**config.mk**
```make
export PLATFORM = sky130hd
export DESIGN_NAME = wb_stage
export DESIGN_NICKNAME = d
export VERILOG_FILES = /design/src/rtl/riscv_pkg.sv /design/src/rtl/load_align.sv /design/src/rtl/wb_stage.sv
export SDC_FILE = /design/constraint.sdc
export NUM_CORES = 1
export LEC_CHECK = 0
export CAP_MARGIN = 10
export CORE_AREA = 2 2 125 249
export CTS_CLUSTER_SIZE = 28
export DETAILED_ROUTE_END_ITERATION = 8
export DIE_AREA = 0 0 127 251
export PLACE_DENSITY = 0.57
export SLEW_MARGIN = 20
export SYNTH_ARGS = -nofsm -noshare
export SYNTH_HDL_FRONTEND = slang
export SYNTH_SLANG_ARGS = --single-unit
```
**constraint.sdc**
```tcl
create_clock -name clk -period 2.7 [get_ports clk]
set_input_delay 0.54 -clock clk [delete_from_list [all_inputs] [get_ports clk]]
set_output_delay 0.54 -clock clk [all_outputs]
set_load 0.05 [all_outputs]
```
**src/rtl/riscv_pkg.sv**
```systemverilog
// Shared definitions for the RISC-V pipeline: writeback source selects
// and load funct3 encodings.
package riscv_pkg;

  typedef enum logic [1:0] {
    WB_ALU  = 2'b00,
    WB_LOAD = 2'b01,
    WB_PC4  = 2'b10,
    WB_RSVD = 2'b11
  } wb_sel_e;

  localparam logic [2:0] F3_LB  = 3'b000;
  localparam logic [2:0] F3_LH  = 3'b001;
  localparam logic [2:0] F3_LW  = 3'b010;
  localparam logic [2:0] F3_LBU = 3'b100;
  localparam logic [2:0] F3_LHU = 3'b101;

endpackage

```
**src/rtl/load_align.sv**
```systemverilog
// Load data alignment: picks the addressed byte/halfword out of the raw
// memory word and sign- or zero-extends it according to funct3.
module load_align
  import riscv_pkg::*;
(
  input  logic [2:0]  funct3,
  input  logic [1:0]  addr_lo,
  input  logic [31:0] word,
  output logic [31:0] aligned
);

  logic [7:0]  byte_sel;
  logic [15:0] half_sel;

  // Lane selection and extension; unknown funct3 passes the word through.
  always_comb begin
    byte_sel = word[7:0];
    case (addr_lo)
      2'd0: byte_sel = word[7:0];
      2'd1: byte_sel = word[15:8];
      2'd2: byte_sel = word[23:16];
      2'd3: byte_sel = word[31:24];
      default: byte_sel = word[7:0];
    endcase
    half_sel = addr_lo[1] ? word[31:16] : word[15:0];

    case (funct3)
      F3_LB:   aligned = {{24{byte_sel[7]}}, byte_sel};
      F3_LH:   aligned = {{16{half_sel[15]}}, half_sel};
      F3_LW:   aligned = word;
      F3_LBU:  aligned = {24'h0, byte_sel};
      F3_LHU:  aligned = {16'h0, half_sel};
      default: aligned = word;
    endcase
  end

endmodule

```
**src/rtl/wb_stage.sv**
```systemverilog
// Writeback stage: MEM/WB register, writeback mux, one-entry buffer for
// long-latency results and the register-file write port arbiter.
module wb_stage
  import riscv_pkg::*;
#(
  parameter int unsigned MAX_WAIT = 4
) (
  input  logic        clk,
  input  logic        rst_n,
  input  logic        mem_valid,
  input  logic        mem_reg_write,
  input  logic [4:0]  mem_rd,
  input  logic [1:0]  mem_wb_sel,
  input  logic [2:0]  mem_funct3,
  input  logic [1:0]  mem_addr_lo,
  input  logic [31:0] mem_alu_result,
  input  logic [31:0] mem_load_data,
  input  logic [31:0] mem_pc_plus4,
  input  logic        lu_valid,
  output logic        lu_ready,
  input  logic [4:0]  lu_rd,
  input  logic [31:0] lu_data,
  output logic        stall_req,
  output logic        pend_valid,
  output logic [4:0]  pend_rd,
  output logic        RegWrite,
  output logic [4:0]  rd,
  output logic [31:0] write_data
);

  localparam int unsigned CW = (MAX_WAIT < 1) ? 1 : $clog2(MAX_WAIT + 1);
  localparam logic [CW-1:0] CNT_MAX = CW'(MAX_WAIT);

  // MEM/WB pipeline register
  logic        wb_valid;
  logic        wb_reg_write;
  logic [4:0]  wb_rd;
  wb_sel_e     wb_sel;
  logic [2:0]  wb_funct3;
  logic [1:0]  wb_addr_lo;
  logic [31:0] wb_alu;
  logic [31:0] wb_load;
  logic [31:0] wb_pc4;

  // Long-latency result buffer and its starvation counter
  logic [4:0]    pend_rd_q;
  logic [31:0]   pend_data;
  logic [CW-1:0] starve_cnt;

  logic [31:0] load_value;
  logic [31:0] wb_value;
  logic        wb_wr;
  logic        force_wr;
  logic        drain;

  load_align u_load_align (
    .funct3  (wb_funct3),
    .addr_lo (wb_addr_lo),
    .word    (wb_load),
    .aligned (load_value)
  );

  // Pipeline register: captures MEM outputs unless a forced drain stalls it.
  always_ff @(posedge clk) begin
    if (!rst_n) begin
      wb_valid     <= 1'b0;
      wb_reg_write <= 1'b0;
      wb_rd        <= '0;
      wb_sel       <= WB_ALU;
      wb_funct3    <= '0;
      wb_addr_lo   <= '0;
      wb_alu       <= '0;
      wb_load      <= '0;
      wb_pc4       <= '0;
    end else if (!stall_req) begin
      wb_valid     <= mem_valid;
      wb_reg_write <= mem_reg_write;
      wb_rd        <= mem_rd;
      wb_sel       <= wb_sel_e'(mem_wb_sel);
      wb_funct3    <= mem_funct3;
      wb_addr_lo   <= mem_addr_lo;
      wb_alu       <= mem_alu_result;
      wb_load      <= mem_load_data;
      wb_pc4       <= mem_pc_plus4;
    end
  end

  // Buffer: fills on handshake, empties when the arbiter drains it.
  always_ff @(posedge clk) begin
    if (!rst_n) begin
      pend_valid <= 1'b0;
      pend_rd_q  <= '0;
      pend_data  <= '0;
    end else if (drain) begin
      pend_valid <= 1'b0;
    end else if (lu_valid && lu_ready) begin
      pend_valid <= 1'b1;
      pend_rd_q  <= lu_rd;
      pend_data  <= lu_data;
    end
  end

  // Counts arbitration losses of the buffered result, saturating at MAX_WAIT.
  always_ff @(posedge clk) begin
    if (!rst_n) begin
      starve_cnt <= '0;
    end else if (drain) begin
      starve_cnt <= '0;
    end else if (pend_valid && wb_wr && (starve_cnt != CNT_MAX)) begin
      starve_cnt <= starve_cnt + CW'(1);
    end
  end

  // Writeback source mux; the reserved select behaves as ALU.
  always_comb begin
    case (wb_sel)
      WB_LOAD: wb_value = load_value;
      WB_PC4:  wb_value = wb_pc4;
      default: wb_value = wb_alu;
    endcase
  end

  assign wb_wr    = wb_valid && wb_reg_write && (wb_rd != 5'd0);
  assign force_wr = pend_valid && (starve_cnt == CNT_MAX);

  // Write port arbiter: forced drain, then pipeline, then idle-slot drain.
  always_comb begin
    RegWrite   = 1'b0;
    rd         = '0;
    write_data = '0;
    drain      = 1'b0;
    if (force_wr || (!wb_wr && pend_valid)) begin
      drain = 1'b1;
      if (pend_rd_q != 5'd0) begin
        RegWrite   = 1'b1;
        rd         = pend_rd_q;
        write_data = pend_data;
      end
    end else if (wb_wr) begin
      RegWrite   = 1'b1;
      rd         = wb_rd;
      write_data = wb_value;
    end
  end

  assign stall_req = force_wr;
  assign lu_ready  = !pend_valid;
  assign pend_rd   = pend_valid ? pend_rd_q : '0;

endmodule

```
==> run metrics, run 1 <==
run status=finished, violations left; violated checks=setup timing; largest cells by area after synthesis=dfxtp_1 (41%), nand2_1 (17%), a21oi_1 (10%), a32oi_1 (2.7%), clkbuf_1 (2.6%); drt via density=5.097; FP Rows=90; Max-cap violations=0; RR Startpoint=starve_cnt[1]; top routing layer in use=met4; Post-synth EDFFs=0; worst hold path type=register to register; die width=127 um; CTS tree=yes; initial antenna violation count=0; Worst path slowest cell=dfxtp_2; Yosys top cell by area=dfxtp_1; final core occ=39.71%; Hold WS=0.4480 ns; worst slew pin tran=0.6707 ns; hold path start=wb_alu[10]; Peak Freq=356.4 MHz; gpl congestion=0.9236; largest net degree at the start of global routing=66; gr usage total=19.28%; Root Driver=clkbuf_16; IO Count=196; FF/Latch Area=0.003035 mm^2; Yosys reg bits=151; hold-fix buffers at CTS=0; # port buffers=195; PnR worst setup slack=-0.1062 ns; CTS sink cnt=151; Final Hold Viols=0; Sequential Power Share=40.1%; Crit path buffers/inverters=4; mean post-synth cell area=7.536 um^2; Gate power share=19.8%; CP max stage delay=0.34 ns; Post-Syn Area=0.007438 mm^2; switching part of the total power=27.71%; final max-slew violation count=0; Leak Pwr=0.004534 uW; clock share of power=40.1%; VDD IR-drop max=420.2 uV; vias in the first global route=8150; post-synth top area share=40.64%; CP endpoint kind=primary output; unrepaired setup endpoints after global routing=yes; drt pass-1 iters=5; Initial Utilization=24.83%; crit path from=starve_cnt[1]; Top delay family on crit path=compound AO/OA/AOI/OAI gates; Synth Flop Type=dfxtp_1; Final ANT Viol Nets=0; DR iter-0 viols=578; WP data required=2.16 ns; first-pass GRT wire length=47180 um; P per Cell Area=519.9 mW/mm^2; met1 wire length=12540 um; die area=0.03188 mm^2; worst skew pair latency=0.43 ns; startpoint class of the critical path=register; Arr. time, crit path=2.27 ns; share of layout cells above drive strength 1=20.68%; clock slew at reported path FFs=0.06 ns; clock skew=0.006698 ns; dpl hpwl=22420 um; Synth cell types=59; Multi-input gate area=0.004554 mm^2; WL final=31320 um; drt drc=0; crit path time final=2.806 ns; critical path peak fanout=23; Met2 Wirelength=15780 um; syn nets=1141; DR WL/cell=19.99 um; Seq/Total Area, Yosys=40.64%; most frequent cells in the layout=nand2_1 (341), clkdlybuf4s50_1 (156), a21oi_1 (155); n_diodes=0; core footprint=0.02995 mm^2; setup TNS=-2.010 ns; WL met3=1964 um; Synth async-reset ratio=0%; worst rel slew slack=55.28%; Synth Instances=987; net switching power=1714 uW; Worst Setup Path Type=register to primary output; commonest non-fill, non-tap cell in the layout=nand2_1; Yosys warnings=0; Pint=4471 uW; post-layout net count=1342; GR Overflow Total=0; final worst-path cycle share=103.9%; critical path cell sequence=inv_2 -> ha_4 -> nand3_4 -> inv_12 -> a221o_1 -> buf_6 -> a32oi_4 -> o21ai_2 -> buf_12; vias post-DR=7987; Final setup viols=30; Fillers=2984; die height=251 um; CTS max path bufs=2; synth-to-layout area growth=59.92%; H-Tree Depth=4; TritonCTS buffer count=17
-- routing by layer --
layer | GRT usage (%) | up-vias
met3 | 3.384 | 55
met2 | 33.75 | 336
met4 | 7.535 | 0
met1 | 23.25 | 3778
met5 | 0 | -
li1 | - | 3818
-- synth_stat cells, drive strengths merged (6+ instances only) --
library cell and instances:
o21ai 37, o2111ai 8, a22o 6, mux2 7, clkbuf 52, buf 33, dfxtp 151, nor2b 20
nor3b 8, inv 10, and2 6, nand2 346, a2111oi 16, a21boi 6, a32oi 23, a221oi 9
nor2 13, nand2b 13, a21oi 155, o211ai 17
-- path summary, 6_finish.rpt --
kind              cells past startpoint        endpoint  slack [ns]
setup / recovery                      9  write_data[18]       -0.11
hold / removal                        2      wb_alu[10]        0.45
setup reg to reg                      8      wb_pc4[14]        0.31
hold reg to reg                       2      wb_alu[10]        0.45
-- cells by family after synthesis --
family          Yosys count  share of synthesized area, %
simple gates            418                         23.45
compound gates          306                         27.60
flops                   151                         40.64
buf+inv                  97                         5.736
mux                      10                         1.783
fa+ha+maj                 4                        0.6729
xor+xnor                  1                        0.1178
-- per-stage QoR --
stage,instance area [um^2],instances,setup slack [ns],power [uW]
after global placement,10290,1505,0.1409,3537
after detailed placement,10290,1505,0.05575,3548
final,11900,1567,-0.1062,6185
after CTS,11740,1562,-0.07547,6180
after global routing,11900,1567,-0.1558,6405
after floorplan,7457,987,0.001434,2991
-- power groups by stage --
stage / combinational (uW) / clock, uW / sequential [uW]
floorplan: 526 / 0 / 2460
global placement: 1020 / 0 / 2520
detailed placement: 1030 / 0 / 2520
CTS: 1180 / 2530 / 2480
global route: 1300 / 2620 / 2490
finish: 1220 / 2480 / 2480
-- layout make-up --
class,count,share of cell area (%)
Sequential cell,151,25.52
Tap cell,368,3.871
Timing Repair inverter,1,0.07363
Timing Repair Buffer,266,26.59
Clock buffer,21,3.955
Inverter,12,0.5154
Clock inverter,9,1.189
Multi-Input combinational cell,739,38.29
-- state kept, by name, indices dropped and copies added (netlist names) --
signal / count
pend_data: 32
pend_rd_q: 5
pend_valid: 1
starve_cnt: 3
wb_addr_lo: 2
wb_alu: 32
wb_funct3: 3
wb_load: 32
wb_pc4: 32
wb_rd: 5
wb_reg_write: 1
wb_sel: 2
wb_valid: 1
-- repair_timing --
item | 4_1_cts | 5_1_grt
gates resized for setup | 107 | 17
endpoints found under the setup margin | 39 | 38
gates cloned | 5 | 1
pin swaps | 49 | 12
buffers inserted | 22 | 4
-- worst min-delay path, cell delays in order, from the launching register on --
cell	delay, ns
dfxtp_1	0.31
nand2_1	0.05
a21oi_1	0.05
No activity file was read; power rests on OpenSTA's default activity.
==> run 2, diff against run 1 <==
GPL_TIMING_DRIVEN = 0   (was unset)
==> run 2 against run 1 <==
The flow still finishes with violations (setup timing). Critical path depth shrank 1. Critical endpoint is now write_data[22]. Cell count grew 3.9%. Register-to-register slack lost 0.15 ns. Sequential cell count is the same. Via count grew 4.1%.
==> run metrics, run 2 (synthesis gave the netlist of run 1 again) <==
RR Startpoint=starve_cnt[0]; Critical R2R Capture=wb_alu[14]; commonest non-fill, non-tap cell in the layout=nand2_1; clock skew=0.01287 ns (+0.006170 ns); largest net degree at the start of global routing=17 (-74%); Top delay family on crit path=compound AO/OA/AOI/OAI gates; die width=127 um (unchanged); hold-fix buffers at CTS=0 (unchanged); drt drc=0 (unchanged); Peak Freq=345.2 MHz (-3.1%); R2R Setup Slk=0.16 ns (-0.15 ns); gr usage total=21.16% (+1.9 points); n_diodes=0 (unchanged); R2R cell count=9 (+1); IO Count=196 (unchanged); crit path time final=2.897 ns (+0.09089 ns); Final ANT Viol Nets=0 (unchanged); setup TNS=-3.687 ns (-1.677 ns); WP data required=2.16 ns (about the same); vias post-DR=8318 (+4.1%); gpl congestion=0.9079 (-1.7%); die area=0.03188 mm^2 (unchanged); final max-slew violation count=0 (unchanged); run status=finished, violations left; Leak Pwr=0.004611 uW (+1.7%); worst skew pair latency=0.44 ns (about the same); Worst Setup Path Type=register to primary output; violated checks=setup timing; Hold WS=0.4545 ns (+0.006444 ns); DR WL/cell=21.40 um (+7.1%); PnR worst setup slack=-0.1970 ns (-0.09089 ns); TritonCTS buffer count=17 (unchanged); Arr. time, crit path=2.36 ns (+0.09 ns); Max-cap violations=0 (unchanged); worst rel slew slack=29.72% (-26 points); CP Depth=8 (-1); critical path peak fanout=6 (-74%); drt pass-1 iters=5 (unchanged); Crit path buffers/inverters=3 (-1); initial antenna violation count=0 (unchanged); worst slew pin tran=1.054 ns (+0.3835 ns); unrepaired setup endpoints after global routing=yes; CP most frequent cell=buf_6; drt via density=5.109 (+0.24%); startpoint class of the critical path=register; final worst-path cycle share=107.3% (+3.4 points); first-pass GRT wire length=49960 um (+5.9%); clock slew at reported path FFs=0.07 ns (about the same); vias in the first global route=8316 (+2.0%); Root Driver=clkbuf_16; # port buffers=195 (unchanged); H-Tree Depth=4 (unchanged); CTS tree=yes; P per Cell Area=519.6 mW/mm^2 (about the same); FP Rows=90 (unchanged); critical path cell sequence=inv_2 -> ha_4 -> buf_6 -> nor2b_4 -> a2111oi_4 -> o211ai_1 -> o21ai_2 -> buf_6; Final Hold Viols=0 (unchanged); dpl hpwl=26440 um (+18%); GR Overflow Total=0 (unchanged); CP endpoint=write_data[22]; most frequent cells in the layout=nand2_1 (340), a21oi_1 (154), clkdlybuf4s50_1 (151); Worst path slowest cell=a2111oi_4; synth-to-layout area growth=59.19%; CP endpoint kind=primary output; CTS sink cnt=151 (unchanged); CTS max path bufs=2 (unchanged); worst hold path type=register to register; core footprint=0.02995 mm^2 (unchanged); die height=251 um (unchanged); post-layout net count=1401 (+4.4%); DR iter-0 viols=609 (+5.4%); share of layout cells above drive strength 1=23.10% (+2.4 points); Final setup viols=34 (+13%); WL final=34840 um (+11%); crit path from=wb_sel[0]; Initial Utilization=24.83% (unchanged); CP max stage delay=0.40 ns (+0.06 ns); VDD IR-drop max=442.2 uV (+5.2%)
[run 2: changes by cell type in the layout (fill, tap and decap cells not counted), moves of 4 or more]
cell and delta:
a21boi_0 -4, buf_12 -51, buf_2 +14, buf_6 +42
buf_8 +8, clkbuf_1 +33, clkbuf_2 +6, clkdlybuf4s50_1 -5
dfxtp_1 -5, dfxtp_2 +4, dlygate4sd2_1 +5
[run 2: worst min path at each step]
stage	from	slack, ns	end	cells after the start
2_1_floorplan	wb_alu[0]	0.43	wb_alu[0]	2
3_3_place_gp	wb_alu[14]	0.44	wb_alu[14]	2
3_5_place_dp	wb_pc4[20]	0.45	wb_pc4[20]	2
4_1_cts	wb_pc4[20]	0.45	wb_pc4[20]	2
5_1_grt	wb_alu[12]	0.47	wb_alu[12]	2
6_report	wb_alu[8]	0.45	wb_alu[8]	2
[run 2: worst register-to-register path: stages (launching register included)]
cell	delay, ns
dfxtp_2	0.34
inv_2	0.05
ha_4	0.16
nand3_4	0.09
buf_4	0.11
buf_4	0.11
clkbuf_1	0.78
clkbuf_1	0.55
nand2_1	0.14
a21oi_1	0.15
[run 2: routing by layer]
metal	global-route usage, %	wire length (um)	vias to the layer above
li1	-	-	3967
met1	24.57	13760	3930
met2	38.11	17750	346
met3	3.937	1929	75
met4	7.943	1399	0
met5	0	0	-
[run 2: area by class of cell]
cell class | instances | area (um^2)
fillers | 3046 | 18110
multi-input cells | 740 | 4688
flip-flops and latches | 151 | 3044
repair buffers | 243 | 2461
plain buffers | 82 | 546.8
well taps | 368 | 460.4
clock buffers | 18 | 439.2
clock inverters | 14 | 150.1
inverters | 12 | 51.30
[run 2: power breakdown]
group | leakage, uW | switching, uW | total [uW] | internal, uW
sequential | 0.00126 | 130 | 2490 | 2360
combinational | 0.00307 | 691 | 1260 | 571
clock | 0.000283 | 1010 | 2400 | 1390
total | 0.00461 | 1830 | 6150 | 4320
[run 2: per-stage QoR]
stage	std cells	util [%]	total power (uW)	cell area [um^2]	setup slack, ns
final	1628	39.53	6152	11840	-0.1970
after global routing	1628	39.53	6351	11840	-0.2691
after CTS	1615	37.94	6079	11370	-0.1693
after detailed placement	1550	32.95	3517	9869	-1.135
after global placement	1550	32.95	3508	9869	-1.124
after floorplan	987	-	2991	7457	0.001434
[run 2: timing repair]
| action | CTS | global route |
|---|---|---|
| setup endpoints to repair | 44 | 39 |
| buffers inserted | 30 | 13 |
| cloned | 6 | 0 |
| gates resized for setup | 423 | 89 |
| pin swaps | 36 | 46 |
